**src/rtl/sa_bf_pkg.sv**
```systemverilog
// Shared types and helpers for the synthetic-aperture channel feeder.
// FSM state encoding, channel-index width helper and the out-of-range sample value.
package sa_bf_pkg;

  typedef enum logic [2:0] {
    S_IDLE,
    S_START,
    S_ISSUE,
    S_DRAIN,
    S_CLOSE
  } fsm_state_t;

  // Channel index width; at least one bit so a 1-channel build still elaborates.
  function automatic int CH_W(input int num_channels);
    return (num_channels > 1) ? $clog2(num_channels) : 1;
  endfunction

  localparam logic [63:0] OOR_SAMPLE = '0;

endpackage

```
**src/rtl/sa_channel_feeder_if.sv**
```systemverilog
// Bus bundle for sa_channel_feeder: run control, delay-table writes, sample memory and summer.
// Optional ch_mask input is present when SA_FEED_CH_MASK_EN is defined.
interface sa_channel_feeder_if #(
  parameter int DATA_WIDTH   = 16,
  parameter int NUM_CHANNELS = 4,
  parameter int ADDR_WIDTH   = 10,
  parameter int DELAY_WIDTH  = 10
) ();
  localparam int CW = sa_bf_pkg::CH_W(NUM_CHANNELS);

  logic                    start;
  logic [ADDR_WIDTH-1:0]   start_idx;
  logic [ADDR_WIDTH-1:0]   num_points;
  logic                    delay_we;
  logic [CW-1:0]           delay_ch;
  logic [DELAY_WIDTH-1:0]  delay_val;
  logic                    mem_rd_en;
  logic [CW-1:0]           mem_ch;
  logic [ADDR_WIDTH-1:0]   mem_addr;
  logic [DATA_WIDTH-1:0]   mem_rd_data;
  logic                    start_sum;
  logic                    sum_en;
  logic [DATA_WIDTH-1:0]   delayed_sample;
  logic                    done_channel;
  logic                    busy;
  logic                    done;
`ifdef SA_FEED_CH_MASK_EN
  logic [NUM_CHANNELS-1:0] ch_mask;
`endif

  modport slave (
`ifdef SA_FEED_CH_MASK_EN
    input  ch_mask,
`endif
    input  start, start_idx, num_points, delay_we, delay_ch, delay_val, mem_rd_data,
    output mem_rd_en, mem_ch, mem_addr, start_sum, sum_en, delayed_sample,
    output done_channel, busy, done
  );

  modport master (
`ifdef SA_FEED_CH_MASK_EN
    output ch_mask,
`endif
    output start, start_idx, num_points, delay_we, delay_ch, delay_val, mem_rd_data,
    input  mem_rd_en, mem_ch, mem_addr, start_sum, sum_en, delayed_sample,
    input  done_channel, busy, done
  );

endinterface

```
**src/rtl/sa_delay_table.sv**
```systemverilog
// Per-channel delay register file: one write port, combinational read by channel index.
module sa_delay_table import sa_bf_pkg::*; #(
  parameter int NUM_CHANNELS = 4,
  parameter int DELAY_WIDTH  = 10
) (
  input  logic                              clk,
  input  logic                              reset,
  input  logic                              i_we,
  input  logic [CH_W(NUM_CHANNELS)-1:0]     i_wr_ch,
  input  logic [DELAY_WIDTH-1:0]            i_wr_val,
  input  logic [CH_W(NUM_CHANNELS)-1:0]     i_rd_ch,
  output logic [DELAY_WIDTH-1:0]            o_rd_val
);
  logic [DELAY_WIDTH-1:0] r_tab [NUM_CHANNELS];

  always_ff @(posedge clk) begin
    if (reset) begin
      for (int unsigned i = 0; i < NUM_CHANNELS; i++) r_tab[i] <= '0;
    end else if (i_we && (int'(i_wr_ch) < NUM_CHANNELS)) begin
      r_tab[i_wr_ch] <= i_wr_val;
    end
  end

  always_comb begin
    o_rd_val = '0;
    if (int'(i_rd_ch) < NUM_CHANNELS) o_rd_val = r_tab[i_rd_ch];
  end

endmodule

```
**src/rtl/sa_channel_feeder.sv**
```systemverilog
// Sequencer feeding summ_sa: per point reads base+delay[ch] for every channel and frames the beats.
// Build option SA_FEED_CH_MASK_EN adds a per-run channel mask that forces zero beats.
module sa_channel_feeder import sa_bf_pkg::*; #(
  parameter int DATA_WIDTH   = 16,
  parameter int NUM_CHANNELS = 4,
  parameter int ADDR_WIDTH   = 10,
  parameter int DELAY_WIDTH  = 10
) (
  input logic               clk,
  input logic               reset,
  sa_channel_feeder_if.slave bus
);
  localparam int CW  = CH_W(NUM_CHANNELS);
  localparam int AW1 = ADDR_WIDTH + 1;
  localparam logic [CW-1:0]         LAST_CH = CW'(NUM_CHANNELS - 1);
  localparam logic [DATA_WIDTH-1:0] ZERO_SAMPLE = OOR_SAMPLE[DATA_WIDTH-1:0];

  fsm_state_t              r_state;
  logic [AW1-1:0]          r_base;
  logic [ADDR_WIDTH-1:0]   r_cnt;
  logic                    r_busy;
  logic                    r_done;
  logic                    r_start_sum;
  logic                    r_done_channel;
  logic                    r_mem_rd_en;
  logic [CW-1:0]           r_mem_ch;
  logic [ADDR_WIDTH-1:0]   r_mem_addr;
  logic                    r_ret_valid;
  logic                    r_ret_zero;
`ifdef SA_FEED_CH_MASK_EN
  logic [NUM_CHANNELS-1:0] r_mask;
`endif

  logic [CW-1:0]           w_next_ch;
  logic [DELAY_WIDTH-1:0]  w_delay;
  logic [AW1-1:0]          w_sum;
  logic                    w_in_range;
  logic                    w_issue_en;

  sa_delay_table #(
    .NUM_CHANNELS (NUM_CHANNELS),
    .DELAY_WIDTH  (DELAY_WIDTH)
  ) u_delay_table (
    .clk      (clk),
    .reset    (reset),
    .i_we     (bus.delay_we && !r_busy),
    .i_wr_ch  (bus.delay_ch),
    .i_wr_val (bus.delay_val),
    .i_rd_ch  (w_next_ch),
    .o_rd_val (w_delay)
  );

  // Address for the channel about to be issued; base past the memory end is never in range,
  // which also keeps the ADDR_WIDTH+1 bit sum from aliasing back into range.
  always_comb begin
    w_next_ch  = (r_state == S_ISSUE) ? r_mem_ch + CW'(1) : '0;
    w_sum      = r_base + AW1'(w_delay);
    w_in_range = !r_base[ADDR_WIDTH] && !w_sum[ADDR_WIDTH];
`ifdef SA_FEED_CH_MASK_EN
    w_issue_en = w_in_range && !r_mask[w_next_ch];
`else
    w_issue_en = w_in_range;
`endif
  end

  always_ff @(posedge clk) begin
    if (reset) begin
      r_state        <= S_IDLE;
      r_base         <= '0;
      r_cnt          <= '0;
      r_busy         <= 1'b0;
      r_done         <= 1'b0;
      r_start_sum    <= 1'b0;
      r_done_channel <= 1'b0;
      r_mem_rd_en    <= 1'b0;
      r_mem_ch       <= '0;
      r_mem_addr     <= '0;
      r_ret_valid    <= 1'b0;
      r_ret_zero     <= 1'b0;
`ifdef SA_FEED_CH_MASK_EN
      r_mask         <= '0;
`endif
    end else begin
      r_done         <= 1'b0;
      r_start_sum    <= 1'b0;
      r_done_channel <= 1'b0;
      r_mem_rd_en    <= 1'b0;
      r_ret_valid    <= 1'b0;
      r_ret_zero     <= 1'b0;
      case (r_state)
        S_IDLE: begin
          if (bus.start) begin
            if (bus.num_points != '0) begin
              r_base      <= AW1'(bus.start_idx);
              r_cnt       <= bus.num_points;
              r_busy      <= 1'b1;
              r_start_sum <= 1'b1;
              r_state     <= S_START;
`ifdef SA_FEED_CH_MASK_EN
              r_mask      <= bus.ch_mask;
`endif
            end else begin
              r_done <= 1'b1;
            end
          end
        end
        S_START, S_ISSUE: begin
          // The beat returned next cycle mirrors whether this cycle actually read memory.
          if (r_state == S_ISSUE) begin
            r_ret_valid <= 1'b1;
            r_ret_zero  <= !r_mem_rd_en;
          end
          if ((r_state == S_ISSUE) && (r_mem_ch == LAST_CH)) begin
            r_state <= S_DRAIN;
          end else begin
            r_state     <= S_ISSUE;
            r_mem_ch    <= w_next_ch;
            r_mem_rd_en <= w_issue_en;
            r_mem_addr  <= w_issue_en ? w_sum[ADDR_WIDTH-1:0] : '0;
          end
        end
        S_DRAIN: begin
          r_done_channel <= 1'b1;
          r_done         <= (r_cnt == ADDR_WIDTH'(1));
          r_state        <= S_CLOSE;
        end
        S_CLOSE: begin
          r_base <= r_base + AW1'(1);
          r_cnt  <= r_cnt - ADDR_WIDTH'(1);
          if (r_cnt == ADDR_WIDTH'(1)) begin
            r_busy  <= 1'b0;
            r_state <= S_IDLE;
          end else begin
            r_start_sum <= 1'b1;
            r_state     <= S_START;
          end
        end
        default: r_state <= S_IDLE;
      endcase
    end
  end

  assign bus.mem_rd_en      = r_mem_rd_en;
  assign bus.mem_ch         = r_mem_ch;
  assign bus.mem_addr       = r_mem_addr;
  assign bus.start_sum      = r_start_sum;
  assign bus.sum_en         = r_ret_valid;
  assign bus.delayed_sample = (r_ret_valid && !r_ret_zero) ? bus.mem_rd_data : ZERO_SAMPLE;
  assign bus.done_channel   = r_done_channel;
  assign bus.busy           = r_busy;
  assign bus.done           = r_done;

endmodule

```
**src/flat_wrapper.sv**
```systemverilog
// flat-port wrapper written by rule: the top's interface ports become plain ports
module sa_channel_feeder_flat import sa_bf_pkg::*;
#(
  parameter int DATA_WIDTH   = 16,
  parameter int NUM_CHANNELS = 4,
  parameter int ADDR_WIDTH   = 10,
  parameter int DELAY_WIDTH  = 10
)
  (clk, reset, bus_start, bus_start_idx, bus_num_points, bus_delay_we, bus_delay_ch, bus_delay_val, bus_mem_rd_data, bus_mem_rd_en, bus_mem_ch, bus_mem_addr, bus_start_sum, bus_sum_en, bus_delayed_sample, bus_done_channel, bus_busy, bus_done);
  sa_channel_feeder_if #(.DATA_WIDTH(DATA_WIDTH), .NUM_CHANNELS(NUM_CHANNELS), .ADDR_WIDTH(ADDR_WIDTH), .DELAY_WIDTH(DELAY_WIDTH)) bus_i ();
  input logic clk;
  input logic reset;
  input wire logic [$bits(bus_i.start)-1:0] bus_start;
  input wire logic [$bits(bus_i.start_idx)-1:0] bus_start_idx;
  input wire logic [$bits(bus_i.num_points)-1:0] bus_num_points;
  input wire logic [$bits(bus_i.delay_we)-1:0] bus_delay_we;
  input wire logic [$bits(bus_i.delay_ch)-1:0] bus_delay_ch;
  input wire logic [$bits(bus_i.delay_val)-1:0] bus_delay_val;
  input wire logic [$bits(bus_i.mem_rd_data)-1:0] bus_mem_rd_data;
  output wire logic [$bits(bus_i.mem_rd_en)-1:0] bus_mem_rd_en;
  output wire logic [$bits(bus_i.mem_ch)-1:0] bus_mem_ch;
  output wire logic [$bits(bus_i.mem_addr)-1:0] bus_mem_addr;
  output wire logic [$bits(bus_i.start_sum)-1:0] bus_start_sum;
  output wire logic [$bits(bus_i.sum_en)-1:0] bus_sum_en;
  output wire logic [$bits(bus_i.delayed_sample)-1:0] bus_delayed_sample;
  output wire logic [$bits(bus_i.done_channel)-1:0] bus_done_channel;
  output wire logic [$bits(bus_i.busy)-1:0] bus_busy;
  output wire logic [$bits(bus_i.done)-1:0] bus_done;
  assign bus_i.start = bus_start;
  assign bus_i.start_idx = bus_start_idx;
  assign bus_i.num_points = bus_num_points;
  assign bus_i.delay_we = bus_delay_we;
  assign bus_i.delay_ch = bus_delay_ch;
  assign bus_i.delay_val = bus_delay_val;
  assign bus_i.mem_rd_data = bus_mem_rd_data;
  assign bus_mem_rd_en = bus_i.mem_rd_en;
  assign bus_mem_ch = bus_i.mem_ch;
  assign bus_mem_addr = bus_i.mem_addr;
  assign bus_start_sum = bus_i.start_sum;
  assign bus_sum_en = bus_i.sum_en;
  assign bus_delayed_sample = bus_i.delayed_sample;
  assign bus_done_channel = bus_i.done_channel;
  assign bus_busy = bus_i.busy;
  assign bus_done = bus_i.done;
  sa_channel_feeder #(.DATA_WIDTH(DATA_WIDTH), .NUM_CHANNELS(NUM_CHANNELS), .ADDR_WIDTH(ADDR_WIDTH), .DELAY_WIDTH(DELAY_WIDTH)) u_core (.clk(clk), .reset(reset), .bus(bus_i));
endmodule
```
**config.mk**
```make
export PLATFORM = sky130hd
export DESIGN_NAME = sa_channel_feeder_flat
export DESIGN_NICKNAME = d
export VERILOG_FILES = /design/src/rtl/sa_bf_pkg.sv /design/src/rtl/sa_channel_feeder_if.sv /design/src/rtl/sa_delay_table.sv /design/src/rtl/sa_channel_feeder.sv /design/src/flat_wrapper.sv
export SDC_FILE = /design/constraint.sdc
export NUM_CORES = 1
export LEC_CHECK = 0
export ABC_AREA = 1
export CAP_MARGIN = 20
export CORE_MARGIN = 2
export CORE_UTILIZATION = 30
export CTS_BUF_LIST = sky130_fd_sc_hd__clkbuf_4
export CTS_CLUSTER_DIAMETER = 150
export DETAILED_ROUTE_END_ITERATION = 6
export GPL_TIMING_DRIVEN = 0
export PLACE_DENSITY = 0.62
export SYNTH_ARGS = -nofsm -noshare
export SYNTH_HDL_FRONTEND = slang
export SYNTH_SLANG_ARGS = --single-unit
```
**constraint.sdc**
```tcl
create_clock -name clk -period 3.04 [get_ports clk]
set_input_delay 0.456 -clock clk [delete_from_list [all_inputs] [get_ports clk]]
set_output_delay 0.456 -clock clk [all_outputs]
set_load 0.05 [all_outputs]
```
==> metrics.txt, run 1 <==
distinct cell type count of the synthesized netlist=38; pin count of the biggest net entering global routing=15; Die Ht=129 um; fillers=1575; row count=45; die area=16700 um2; clock root cell=clkbuf_4; CORE AREA=15300 um2; drc violations=0; leading cell types by count after synthesis=nand2_1 (156), nor2_1 (91), inv_1 (84), dfxtp_1 (43); CP Class=reg2reg; Final setup viols=0; vias post-DR=4406; DR iter-0 viols=323; Placer Congestion=0.880; Reg power frac=0.425; top-area cell type share of the netlist area=0.255; Worst-Margin Slew=0.664 ns; post-synthesis compound-gate area fraction=0.117; CP arrival=3.17 ns; fin. max-slew vios=0; nets=808; cell mode on critical path=nor2_4; number of buffers created by CTS=9; final setup margin=0.229 ns; Max Cap Viol=0; worst skew pair latency=0.46 ns; Sw Ratio=0.366; routed len/inst=13.4 um; Fmax=356 MHz; die extent in x=129 um; Yosys top cell by area=edfxtp_1; clk sinks=83; synth warn=0; startpoint types=flip-flop; Final min period=2.81 ns; Post-synth EDFFs=40; drt pass-1 iters=5; Synth Area in Simple Gates=0.291; Synth area leaders=edfxtp_1 (26%), dfxtp_1 (18%), nand2_1 (12%), nor2_1 (7.3%), inv_1 (6.7%); count leader, synth=nand2_1; worst slack, placed=-0.265 ns; Syn Area/Cell=7.41 um2; Synth Area in Adders=0.0415; share of cells above drive strength 1=0.0992; Synth Flop Type=dfxtp_1; Port Buffers=85; first-pass GRT wire length=20400 um; Initial Utilization=0.308; WHS=0.430 ns; Reg clk slew, reported paths=0.13 ns; Peak supply drop=0.344 mV; multiplexer area fraction after synthesis=0; vias per cell=4.60; NetSw=1.18 mW; WL final=12800 um; largest family of logic cells by synthesized area=simple AND/OR/NAND/NOR gates; Worst Path Required=3.40 ns; xor and xnor area share after synthesis=0.00931; I/O pin count=86; Rel. slew slack=0.558; ys async rst share=0; Crit. End Element=flip-flop; H-tree depth=3; diode count=0; Post-DRT Antenna Nets=0; Slowest cell on crit path=fa_2; Area growth, synth to finish=30.2%; Cells after Synth=635; status=completed; vias in the first global route=4144; Final Skew=0.0206 ns; Worst Hold Class=reg2reg; sequential area share after synthesis=0.438; crit-path cells=buf_6 > nor2_4 > nand2_4 > nor2_4 > buf_6 > buf_8 > nand2_1 > a32oi_2 > ha_2 > inv_1 > fa_2 > nor3_4 > nor2_2 > nor2_4 > nor2_4 > nand2_4 > o21ai_2; CTS max path bufs=2; Comb power frac=0.342; pwr dens=524 nW/um2; syn_nets=702; DPL Wire Length=9540 um; initial antenna violation count=0; internal cell power=2.03 mW; GRT Total Usage=0.158; final number of hold-violating endpoints=0; Mapped Area=4710 um2; Clk pwr share=0.234; Max Fanout on Critical Path=10; LEAKAGE=2.63 nW; gr ovfl total=0; CTS tree=built; register bit count reported by yosys=83; Final Cycle Share=0.925; slowest stage delay, CP=0.40 ns
-- flip-flops by register name (all words and copies together), names as in the netlist, 2 cells and up --
| signal | flops |
|---|---|
| u_core.bus.mem_addr | 10 |
| u_core.u_delay_table.r_tab | 40 |
| u_core.r_state | 3 |
| u_core.r_cnt | 10 |
| u_core.r_base | 11 |
| u_core.bus.mem_ch | 2 |
-- layer usage --
metal,vias up,GRT usage,routed length (um)
met4,0,0.0454,127
met5,-,0,0
met1,1982,0.202,5880
met3,9,0.0442,855
met2,139,0.262,5960
li1,2276,-,-
-- path summary, 6_finish.rpt --
path,from,endpoint,slack (ns),cells past startpoint
setup / recovery,u_core.r_state[2],u_core.bus.mem_addr[1],0.23,17
hold / removal,u_core.bus.mem_rd_en,u_core.r_ret_zero,0.43,1
setup reg to reg,u_core.r_state[2],u_core.bus.mem_addr[1],0.23,17
hold reg to reg,u_core.bus.mem_rd_en,u_core.r_ret_zero,0.43,1
-- stage by stage --
stage | cell area (um2) | cells | setup TNS (ns) | total power [mW] | util
floorplan | 4710 | 635 | 0 | 2.09 | -
global placement | 5820 | 931 | -3.35 | 2.44 | 0.381
detailed placement | 5840 | 933 | -2.56 | 2.44 | 0.383
CTS | 6030 | 950 | 0 | 3.19 | 0.395
global route | 6130 | 957 | -0.00642 | 3.41 | 0.401
finish | 6130 | 957 | 0 | 3.21 | 0.401
-- power by group through the flow --
stage | Clock, mW | Sequential, mW | Combinational, mW
global route | 0.816 | 1.38 | 1.22
detailed placement | 0 | 1.39 | 1.05
floorplan | 0 | 1.49 | 0.607
finish | 0.750 | 1.36 | 1.10
CTS | 0.764 | 1.36 | 1.06
global placement | 0 | 1.39 | 1.05
-- worst max-delay path: cells and delay by family, from the launching register on --
kind            cells  cell delay (ns)
compound gates      2             0.31
fa+ha+maj           2             0.64
buf+inv             4             0.46
flops               1             0.33
simple gates        9             1.01
-- logic make-up after synthesis --
family	count (synthesis)
XOR/XNOR	5
AO/OA/AOI/OAI	93
buffers and inverters	114
adder cells (fa/ha/maj)	15
AND/OR/NAND/NOR	325
flip-flops	83
-- layout make-up --
| type | count | area (um2) | area share |
|---|---|---|---|
| sequential | 83 | 2060 | 0.337 |
| buffer | 25 | 155 | 0.0253 |
| clock buffer | 10 | 75.1 | 0.0123 |
| tap | 211 | 264 | 0.0431 |
| inverter | 89 | 334 | 0.0545 |
| timing repair buffer | 95 | 938 | 0.153 |
| multi-input combinational | 438 | 2210 | 0.360 |
| clock inverter | 6 | 90.1 | 0.0147 |
-- what timing repair did --
item	CTS	global route
resized for setup	6	8
hold buffers	0	0
pin swaps	3	8
endpoints found under the hold margin	0	0
setup endpoints to repair	11	10
buffers inserted	1	7
-- layout by cell type (no fill, tap or decap), types with 2 or more instances in the layout --
| cell | Yosys | final |
|---|---|---|
| bufinv_16 | 0 | 2 |
| inv_2 | 5 | 5 |
| or2_2 | 3 | 3 |
| a32oi_1 | 9 | 8 |
| nor2_4 | 3 | 4 |
| o21ai_0 | 25 | 24 |
| o22ai_1 | 3 | 3 |
| o21ai_1 | 3 | 4 |
| nor4_1 | 3 | 3 |
| buf_2 | 6 | 6 |
| buf_6 | 5 | 4 |
| buf_4 | 3 | 12 |
| nor2_2 | 1 | 2 |
| clkbuf_1 | 11 | 10 |
| nand2_4 | 1 | 2 |
| nand4_1 | 5 | 5 |
| nand2_2 | 3 | 3 |
| inv_1 | 84 | 84 |
| clkinv_4 | 0 | 2 |
| nor2_1 | 91 | 89 |
| o211ai_1 | 2 | 2 |
| dfxtp_1 | 43 | 42 |
| nand3_1 | 40 | 40 |
| a31oi_1 | 2 | 2 |
| clkdlybuf4s50_1 | 0 | 85 |
| xnor2_1 | 2 | 2 |
| clkbuf_4 | 0 | 10 |
| edfxtp_1 | 40 | 40 |
| o21ai_2 | 6 | 6 |
| ha_1 | 14 | 13 |
| a21oi_1 | 38 | 38 |
| nand2_1 | 156 | 155 |
| nor3_1 | 15 | 14 |
| xor2_1 | 3 | 3 |
| o31ai_1 | 3 | 2 |
Note: power is estimated with default switching activity, not from simulation.
==> run 2, diff against run 1 <==
- clock period: 3.04 -> 3.6 ns (I/O delays scaled with it)
==> run 2 against run 1 <==
Effect of this change: maximum frequency decreased by 14%; sequential power down 15%; final area is 2.0% lower; worst setup slack improved by 0.10 ns; core utilization decreased by 0.79 points; wire length shrank 0.89%; via count fell by 0.64%; global-route usage down 0.052 points; critical path depth shrank 4; combinational power down 19%; clock-buffer cell count stayed put; critical endpoint unchanged; largest power group unchanged.
==> metrics.txt, run 2 (same netlist as run 1, synthesis figures left out) <==
status=completed; H-tree depth=3; number of buffers created by CTS=9; Rel. slew slack=0.542; Fmax=306 MHz; row count=45; pin count of the biggest net entering global routing=15; CP Class=reg2reg; initial antenna violation count=0; CP arrival=3.64 ns; commonest non-fill, non-tap cell in the layout=nand2_1; Post-DRT Antenna Nets=0; worst skew pair latency=0.47 ns; Clk pwr share=0.237; RSZ-0062 raised after global routing=false; CTS tree=built; Sw Ratio=0.367; post_cts resized=0; Die Ht=129 um; vias post-DR=4378; routed len/inst=13.4 um; max reg flops=40; fillers=1586; DPL Wire Length=9540 um; internal cell power=1.69 mW; DR iter-0 viols=294; Final min period=3.27 ns; WL final=12700 um; pwr dens=445 nW/um2; Final setup viols=0; fin. max-slew vios=0; clock root cell=clkbuf_4; share of cells above drive strength 1=0.0772; Final Cycle Share=0.909; Reg clk slew, reported paths=0.14 ns; Reg with most FFs=u_core.u_delay_table.r_tab; worst slack, placed=0.295 ns; die extent in x=129 um; Worst Hold Class=reg2reg; biggest regs=u_core.u_delay_table.r_tab x40, u_core.r_base x11; I/O pin count=86; NetSw=0.982 mW; Max Fanout on Critical Path=10; Initial Utilization=0.308; Peak supply drop=0.287 mV; Final Skew=0.0172 ns; GRT Total Usage=0.157; first-pass GRT wire length=20400 um; Reg power frac=0.430; Crit. End Element=flip-flop; drt pass-1 iters=5; CORE AREA=15300 um2; drc violations=0; Placer Congestion=0.880; highest-count cells in the layout ignoring fill and taps=nand2_1 (156), nor2_1 (91), clkdlybuf4s50_1 (85), inv_1 (84), dfxtp_1 (43); total power=2.67 mW; TNS Setup=0 ns; Comb power frac=0.333; vias per cell=4.61; gr ovfl total=0; Hold-fix buffers, CTS=0; startpoint types=flip-flop; final setup margin=0.329 ns; Port Buffers=85; clk sinks=83; Worst Path Required=3.97 ns; diode count=0; CTS max path bufs=2; Max Cap Viol=0; vias in the first global route=4131; Area growth, synth to finish=27.6%; nets=800; final number of hold-violating endpoints=0; # Post-CTS Setup Buffers=0; Worst-Margin Slew=0.686 ns; LEAKAGE=2.57 nW; die area=16700 um2
==> run 2: cell count changes in the layout (fill, tap and decap cells not counted), sizes merged <==
| cell | change |
|---|---|
| buf | -8 |
==> run 2: layer usage <==
layer,global-route usage,up-vias,routed length [um]
met4,0.0473,0,175
met2,0.259,153,5830
met1,0.202,1951,5750
met5,0,-,0
li1,-,2261,-
met3,0.0442,13,961
==> run 2: path summary, 6_finish.rpt <==
path                                            from                      to  slack [ns]  depth (start not counted)
worst min-delay path            u_core.bus.mem_rd_en       u_core.r_ret_zero        0.43                          1
worst max register to register  u_core.bus.mem_ch[0]  u_core.bus.mem_addr[1]        0.33                         13
worst min register to register  u_core.bus.mem_rd_en       u_core.r_ret_zero        0.43                          1
worst max-delay path            u_core.bus.mem_ch[0]  u_core.bus.mem_addr[1]        0.33                         13
==> run 2: layout make-up <==
type,count,area [um2],share of cell area
Sequential cell,83,2060,0.343
Clock buffer,10,75.1,0.0125
Tap cell,211,264,0.0440
Clock inverter,6,90.1,0.0150
Timing Repair Buffer,87,866,0.144
Inverter,89,334,0.0556
Buffer,25,150,0.0250
Multi-Input combinational cell,438,2160,0.360
==> run 2: critical path: stages (launching register included) <==
cell and delay (ns):
dfxtp_1 0.42, ha_1 0.32, nand3_1 0.08, clkbuf_1 0.26, a32oi_1 0.44, ha_1 0.30, inv_1 0.07, fa_1 0.43
nor3_1 0.21, nor2_1 0.10, nor2_1 0.25, nor2_4 0.08, nand2_4 0.14, o21ai_2 0.06
==> run 2: stage by stage <==
stage	cell area (um2)	hold WS [ns]	instances	utilization
3_3_place_gp	5820	0.422	931	0.381
6_report	6010	0.433	949	0.394
3_5_place_dp	5840	0.419	933	0.383
2_1_floorplan	4710	0.450	635	-
4_1_cts	6010	0.438	949	0.394
5_1_grt	6010	0.454	949	0.394
==> run 2: power by group through the flow <==
stage	Clock [mW]	Combinational, mW	Sequential, mW
2_1_floorplan	0	0.512	1.26
3_3_place_gp	0	0.887	1.17
3_5_place_dp	0	0.890	1.17
4_1_cts	0.645	0.893	1.15
5_1_grt	0.689	0.987	1.16
6_report	0.633	0.891	1.15
